<file path="src/rtl/conway_pkg.sv">
// Shared constants and FSM state encoding for the Conway row-window feeder.
package conway_pkg;

    // Columns per row word: accelerator output slice plus one halo column each side.
    localparam int ROW_W = 22;
    localparam int OUT_W = ROW_W - 2;

    // Window builder FSM states.
    typedef enum logic [1:0] {
        S_IDLE  = 2'd0,
        S_FILL  = 2'd1,
        S_RUN   = 2'd2,
        S_FLUSH = 2'd3
    } state_t;

endpackage

</file>
<file path="src/rtl/conway_row_window.sv">
// Conway row-window feeder: accepts grid rows in frame order and presents a
// 3-row sliding window (top/middle/bottom) per grid row, with zero rows above
// row 0 and below the last row.
// Optional build macro CONWAY_STALL_CNT_EN adds a saturating stall_cnt output
// counting cycles where a window is offered but not taken.
//
// Handshake rule for both interfaces: a transfer happens in a cycle where
// valid && ready are both high at the rising edge; valid, once raised, holds
// its payload stable until that transfer; ready never looks at valid.
module conway_row_window
    import conway_pkg::*;
#(
    parameter int NUM_ROWS = 480
) (
    input  logic                        clk,
    input  logic                        reset_n,
    input  logic [ROW_W-1:0]            row_in,
    input  logic                        row_valid,
    output logic                        row_ready,
    output logic [ROW_W-1:0]            top_row,
    output logic [ROW_W-1:0]            middle_row,
    output logic [ROW_W-1:0]            bottom_row,
    output logic                        win_valid,
    input  logic                        win_ready,
    output logic [$clog2(NUM_ROWS)-1:0] win_row,
    output logic                        frame_done,
    output state_t                      dbg_state
`ifdef CONWAY_STALL_CNT_EN
    ,
    output logic [31:0]                 stall_cnt
`endif
);

    localparam int WR_W  = $clog2(NUM_ROWS);
    localparam int CNT_W = $clog2(NUM_ROWS + 1);
    localparam logic [CNT_W-1:0] LAST_CNT = CNT_W'(NUM_ROWS);

    state_t           state_q,      state_d;
    logic [CNT_W-1:0] rx_cnt_q,     rx_cnt_d;
    logic [ROW_W-1:0] top_q,        top_d;
    logic [ROW_W-1:0] mid_q,        mid_d;
    logic [ROW_W-1:0] bot_q,        bot_d;
    logic             win_valid_q,  win_valid_d;
    logic [WR_W-1:0]  win_row_q,    win_row_d;
    logic             frame_done_q, frame_done_d;

    logic row_acc;
    logic win_acc;

    // Input readiness depends only on state, row count and the output side.
    always_comb begin
        row_ready = 1'b0;
        case (state_q)
            S_IDLE:  row_ready = 1'b1;
            S_FILL:  row_ready = 1'b1;
            S_RUN:   row_ready = (rx_cnt_q < LAST_CNT) && (!win_valid_q || win_ready);
            default: row_ready = 1'b0;
        endcase
    end

    assign row_acc = row_valid && row_ready;
    assign win_acc = win_valid_q && win_ready;

    // Window shift register and FSM next-state logic.
    always_comb begin
        state_d      = state_q;
        rx_cnt_d     = rx_cnt_q;
        top_d        = top_q;
        mid_d        = mid_q;
        bot_d        = bot_q;
        win_valid_d  = win_valid_q;
        win_row_d    = win_row_q;
        frame_done_d = 1'b0;
        case (state_q)
            S_IDLE: begin
                if (row_acc) begin
                    top_d    = '0;
                    mid_d    = row_in;
                    rx_cnt_d = CNT_W'(1);
                    state_d  = S_FILL;
                end
            end
            S_FILL: begin
                if (row_acc) begin
                    bot_d       = row_in;
                    rx_cnt_d    = CNT_W'(2);
                    win_valid_d = 1'b1;
                    win_row_d   = '0;
                    state_d     = S_RUN;
                end
            end
            S_RUN: begin
                if (row_acc) begin
                    // Either the shown window is taken this cycle or it was
                    // already taken earlier; both cases advance the index.
                    top_d       = mid_q;
                    mid_d       = bot_q;
                    bot_d       = row_in;
                    rx_cnt_d    = rx_cnt_q + 1'b1;
                    win_valid_d = 1'b1;
                    win_row_d   = win_row_q + 1'b1;
                end else if (win_acc && (rx_cnt_q < LAST_CNT)) begin
                    win_valid_d = 1'b0;
                end else if (win_acc) begin
                    // All rows in: the final window has a dead row below.
                    top_d     = mid_q;
                    mid_d     = bot_q;
                    bot_d     = '0;
                    win_row_d = win_row_q + 1'b1;
                    state_d   = S_FLUSH;
                end
            end
            S_FLUSH: begin
                if (win_acc) begin
                    win_valid_d  = 1'b0;
                    frame_done_d = 1'b1;
                    rx_cnt_d     = '0;
                    state_d      = S_IDLE;
                end
            end
            default: state_d = S_IDLE;
        endcase
    end

    // State registers with synchronous active-low reset.
    always_ff @(posedge clk) begin
        if (!reset_n) begin
            state_q      <= S_IDLE;
            rx_cnt_q     <= '0;
            top_q        <= '0;
            mid_q        <= '0;
            bot_q        <= '0;
            win_valid_q  <= 1'b0;
            win_row_q    <= '0;
            frame_done_q <= 1'b0;
        end else begin
            state_q      <= state_d;
            rx_cnt_q     <= rx_cnt_d;
            top_q        <= top_d;
            mid_q        <= mid_d;
            bot_q        <= bot_d;
            win_valid_q  <= win_valid_d;
            win_row_q    <= win_row_d;
            frame_done_q <= frame_done_d;
        end
    end

    assign top_row    = top_q;
    assign middle_row = mid_q;
    assign bottom_row = bot_q;
    assign win_valid  = win_valid_q;
    assign win_row    = win_row_q;
    assign frame_done = frame_done_q;
    assign dbg_state  = state_q;

`ifdef CONWAY_STALL_CNT_EN
    logic [31:0] stall_cnt_q, stall_cnt_d;

    // Saturating count of cycles where the consumer holds off a valid window.
    always_comb begin
        stall_cnt_d = stall_cnt_q;
        if ((state_q == S_IDLE) && row_acc) begin
            stall_cnt_d = '0;
        end else if (win_valid_q && !win_ready && (stall_cnt_q != 32'hFFFF_FFFF)) begin
            stall_cnt_d = stall_cnt_q + 32'd1;
        end
    end

    // Stall counter register.
    always_ff @(posedge clk) begin
        if (!reset_n) begin
            stall_cnt_q <= '0;
        end else begin
            stall_cnt_q <= stall_cnt_d;
        end
    end

    assign stall_cnt = stall_cnt_q;
`endif

endmodule

</file>
<file path="config.mk">
export PLATFORM = sky130hd
export DESIGN_NAME = conway_row_window
export DESIGN_NICKNAME = d
export VERILOG_FILES = /design/src/rtl/conway_pkg.sv /design/src/rtl/conway_row_window.sv
export SDC_FILE = /design/constraint.sdc
export NUM_CORES = 1
export LEC_CHECK = 0
export ABC_CLOCK_PERIOD_IN_PS = 2000
export CORE_UTILIZATION = 40
export CTS_CLUSTER_DIAMETER = 150
export DETAILED_ROUTE_END_ITERATION = 10
export PLACE_DENSITY = 0.71
export SLEW_MARGIN = 10
export SYNTH_ARGS = -nofsm -noshare
export SYNTH_HDL_FRONTEND = slang
export SYNTH_SLANG_ARGS = --single-unit
</file>
<file path="constraint.sdc">
create_clock -name clk -period 2 [get_ports clk]
set_input_delay 0.2 -clock clk [delete_from_list [all_inputs] [get_ports clk]]
set_output_delay 0.2 -clock clk [all_outputs]
set_load 0.1 [all_outputs]
</file>
; Word level (Yosys, flattened, before mapping)
; Cells that the tools add are included.
[classes]
add_sub_neg = 2
n_lt_le_gt_ge = 1
n_eq_ne = 13
mux = 38
reduce_logical = 17
[op_table]
columns = op, count
row1 = 2-to-1 mux 22 bit, 11
row2 = one-hot mux 22 bit (2 select lines), 3
row3 = 2-to-1 mux 9 bit, 8
row4 = one-hot mux 9 bit (4 select lines), 1
row5 = "adder 9 x 1 -> 9 bit, second input constant", 2
row6 = one-hot mux 9 bit (2 select lines), 1
row7 = AND reduction 4 bit, 4
row8 = "!= test 2 bit, second input constant", 7
row9 = 2-to-1 mux 2 bit, 6
row10 = "less-than comparator 9 bit, second input constant", 1
row11 = "!= test 3 bit, second input constant", 3
row12 = one-hot mux 2 bit (4 select lines), 1
row13 = AND reduction 6 bit, 1
row14 = 2-to-1 mux 1 bit, 5
row15 = "== test 2 bit, second input constant", 2
row16 = logical AND 1 bit, 4
row17 = nonzero test 2 bit, 2
row18 = one-hot mux 1 bit (3 select lines), 1
row19 = nonzero test 3 bit, 1
row20 = "== test 2 x 1 -> 1 bit, second input constant", 1
row21 = zero test 2 bit, 1
row22 = one-hot mux 1 bit (2 select lines), 1
row23 = AND reduction 2 bit, 1
row24 = OR reduction 2 bit, 1
row25 = 2 further kinds, 2
[totals]
ff_bits = 88
input_bits = 26
output_inout_bits = 80
wordCells = 79

; Longest topological paths before layout
[depth]
word_depth = 7
depth_mapped = 9
depth_no_buf = 7

; Least setup slack after synthesis
; No wires, ideal clock.
[synth_path]
kind = register to output
from = register state_q[1] (netlist: dbg_state[1])
to = output port row_ready
arrival_time_ns = 3.194
t_required_ns = 1.800
slack_ns = -1.394
stages_incl_launch_ff = 6
path_buffers = 1
cell_sequence = dfxtp_1 > ha_1 > buf_4 > clkinv_1 > o31a_1 > nor2_1
[synth_via]
elab_chain_cells = 3
word_cells_on_any_way = 5
[synth_rtl]
columns = item, line
row1 = "start, declared", conway_row_window.sv:38  ; state_t state_q, state_d;
row2 = "start signal, assigned", conway_row_window.sv:137  ; state_q <= state_d;
row3 = == test 2 x 1 -> 1 bit / zero test 2 bit (equally long branches), conway_row_window.sv:53  ; case (state_q)
row4 = OR reduction 2 bit (no line), -
row5 = one-hot mux 1 bit (2 select lines) (*), conway_row_window.sv:53
row6 = "end, declared", conway_row_window.sv:19  ; output logic row_ready,
; Every way passes the cells marked *; elsewhere a longest branch is shown, timed or not.

; Final worst setup path
[layout_path]
from = register state_q[1] (netlist: dbg_state[1])
to = register mid_q[8] (netlist: middle_row[8])
[layout_via]
elab_chain_cells = 6
word_cells_on_any_way = 13
[layout_rtl]
columns = item, line
row1 = == test 2 x 1 -> 1 bit / zero test 2 bit (equally long branches), "conway_row_window.sv:53, conway_row_window.sv:74"
row2 = OR reduction 2 bit (no line), -
row3 = one-hot mux 1 bit (2 select lines), conway_row_window.sv:53
row4 = logical AND 1 bit, conway_row_window.sv:61  ; assign row_acc = row_valid && row_ready;
row5 = "!= test 3 bit (no line), or another cell as far along", -
row6 = AND reduction 4 bit (no line) / one-hot mux 22 bit (2 select lines) (equally long branches), -
row7 = "end signal, assigned", conway_row_window.sv:140  ; mid_q <= mid_d;
row8 = "end, declared", conway_row_window.sv:41  ; logic [ROW_W-1:0] mid_q, mid_d;
; Several ways; a longest one is shown, not always the timed one.
; A chain may end at the register's enable or synchronous reset.

==> metrics.yaml <==
cts:
  cts.path.max_buffers: 2
  htree_levels: 3
  cts.sinks: 88
  cts_tree: "built"
  numCtsBuffers: 9
  path_clk_slew_ns: 0.09
  clk_latency_ns: 0.35
  cts-root-buf: "clkbuf_8"
placed_design:
  placed_area_mm2: 0.00518
  dp_cells: 654
  place_hpwl_um: 7340
  portBuffers: 105
  gp_congestion: 0.851
routing:
  vias: 3697
  routed_wirelength_um: 10600
  viasPerCell: 5.46
  drc: 0
  detail-route-antenna-nets: 0
  drt-initial-drc-count: 181
  drt-pass1-iter-count: 4
  wire_per_inst_um: 15.7
setup_path:
  cp_max_fo: 12
  start_kind: "flop"
  ff2ff_setup_slack_ns: 0.06
  critical_path_class: "reg -> reg"
  critPathRequiredTime_ns: 2.27
  reg2reg_depth: 8
  cp.arrival_ns: 2.21
  critPathCaptureType: "flop"
yosys:
  yosysSeqAreaShare_pct: 44.4
  yosysTopAreaCellShare_pct: 44.4
  synth-seq-cells: 88
  synth_edf_count: 0
  synth_cell_types: 57
  synth_cells: 421
  synth_nets: 453
  syn_area_per_cell_um2: 9.43
  syn-cell-area_mm2: 0.00397
  yosys_warnings: 0
  ys_top_cells_by_count: "dfxtp_1 (88), nor2_1 (42), nand2_1 (36)"
  async_reset_ff_share_pct: 0
  yosysMostFrequentCell: "dfxtp_1"
  synth.area.top_cells: "dfxtp_1 (44%), a211oi_2 (6.9%), mux2i_1 (5.5%)"
  yosysTopAreaCell: "dfxtp_1"
  synth_flop_cell: "dfxtp_1"
die:
  initial_utilization_pct: 41.0
  core_area_mm2: 0.00968
  dieArea_mm2: 0.0103
  die_x_um: 102
  dieHeight_um: 102
  rows: 36
  num_io_pins: 106
power_and_ir_drop:
  ir_drop_v: 0.00178
  leakage_nw: 2.11
  p_total_w: 0.0100
  pwr_density_cell_mw_per_mm2: 1820
timing:
  slew_headroom_pct: 70.0
  fin_crit_sh_pct: 97.1
  max_freq_mhz: 515
  worst_pin_slew_ns: 0.450
  setup_viol: 0
  hold_viol_final: 0
  fin_skew_ns: 0.00814
  hold_ws_ns: 0.337
  maxSlewViolCount: 0
  fin_crit_ns: 1.94
final_layout:
  final_layout_size_suffix_gt1_share_pct: 34.9
  insertedDiodeCount: 0
  syn2layout_area_growth_pct: 38.4
  n_fill_cell: 840
  final_cell_area_mm2: 0.00550
  finalNetCount: 571
  fin_util_pct: 56.7
  finalNonFillerCells: 677
hold_path:
  hp-class: "in -> reg"
  holdPathStages: 4
status:
  status: "completed"
global_route:
  grt_pass1_wl_um: 16400
  grtUsageTotal_pct: 20.2
  antenna_found_initial: 0
  grt_max_degree: 32
  grt_pass1_vias: 3378
  overflow: 0
flow_run:
  cap_violations: 0
==> report_power, final <==
group          total [W]  switching [W]  internal (W)
registers        0.00253       0.000373       0.00215
clock network    0.00109       0.000641      0.000449
logic            0.00640        0.00446       0.00194
total             0.0100        0.00547       0.00454
==> final timing paths <==
path | startpoint | endpoint
worst max-delay path | dbg_state[1]$_SDFFE_PN0P_ | middle_row[8]$_SDFFE_PN0P_
worst min-delay path | reset_n | win_row[7]$_SDFFE_PN0P_
worst min register to register | top_row[15]$_SDFFE_PN0P_ | top_row[15]$_SDFFE_PN0P_
worst max register to register | dbg_state[1]$_SDFFE_PN0P_ | middle_row[8]$_SDFFE_PN0P_
==> cells by family after synthesis <==
logic type	share of synthesized area (%)
AO/OA/AOI/OAI	24.1
multiplexers	5.83
flip-flops	44.4
adder cells (fa/ha/maj)	1.89
AND/OR/NAND/NOR	18.6
buffers and inverters	5.23
==> registers in the layout, summed over array words and instances, names as in the netlist <==
signal	count
win_valid	1
frame_done	1
bottom_row	22
win_row	9
top_row	22
dbg_state	2
middle_row	22
rx_cnt_q	9
==> through the flow <==
stage | setup TNS (ns) | setup slack (ns)
final | 0 | 0.0582
after detailed placement | -0.200 | -0.0426
after CTS | 0 | 0.00109
after global routing | -0.0149 | -0.0149
after floorplan | -1.99 | -0.0860
after global placement | -0.0000695 | -0.0000695
==> worst max-delay path, stage by stage (launching register included) <==
cell      delay (ns)
dfxtp_4         0.39
ha_4            0.20
nand2b_4        0.17
buf_4           0.15
o311ai_4        0.32
buf_6           0.21
buf_12          0.14
nor2_1          0.06
a211oi_2        0.21
==> per-layer routing <==
metal | GRT usage, % | up-vias | part of all wire, %
met4 | 7.92 | 0 | 1.2
li1 | - | 1788 | -
met3 | 2.76 | 10 | 4.7
met2 | 32.2 | 94 | 47
met1 | 27.5 | 1805 | 47
met5 | 0 | - | 0
==> area by class of cell <==
cell class              count  area, um2  area share [%]
inverters                   5       28.8           0.524
repair buffers            140       1260            22.9
well taps                 133        166            3.03
flip-flops and latches     88       1780            32.4
clock buffers              11        131            2.39
clock inverters             5       31.3           0.569
multi-input cells         295       2100            38.2
==> what timing repair did <==
item	CTS	global route
pin swaps	0	2
hold buffers	0	0
resized for setup	2	11
setup buffers	0	4
setup endpoints to repair	1	61
cloned	0	3
==> cells in the final DEF, fill, tap and decap left out, types with 8 or more instances in the layout <==
cell | synthesis | routed
nand4_1 | 24 | 24
clkdlybuf4s50_1 | 0 | 24
clkbuf_8 | 0 | 9
nand2_1 | 36 | 36
buf_4 | 5 | 102
nor3_1 | 10 | 10
a22o_1 | 22 | 22
a211oi_2 | 22 | 22
o21ai_0 | 29 | 25
nand3_1 | 10 | 10
o21ai_1 | 4 | 8
nor2_1 | 42 | 34
mux2i_1 | 22 | 22
dfxtp_1 | 88 | 79
Power figures use the tool's default switching activity.
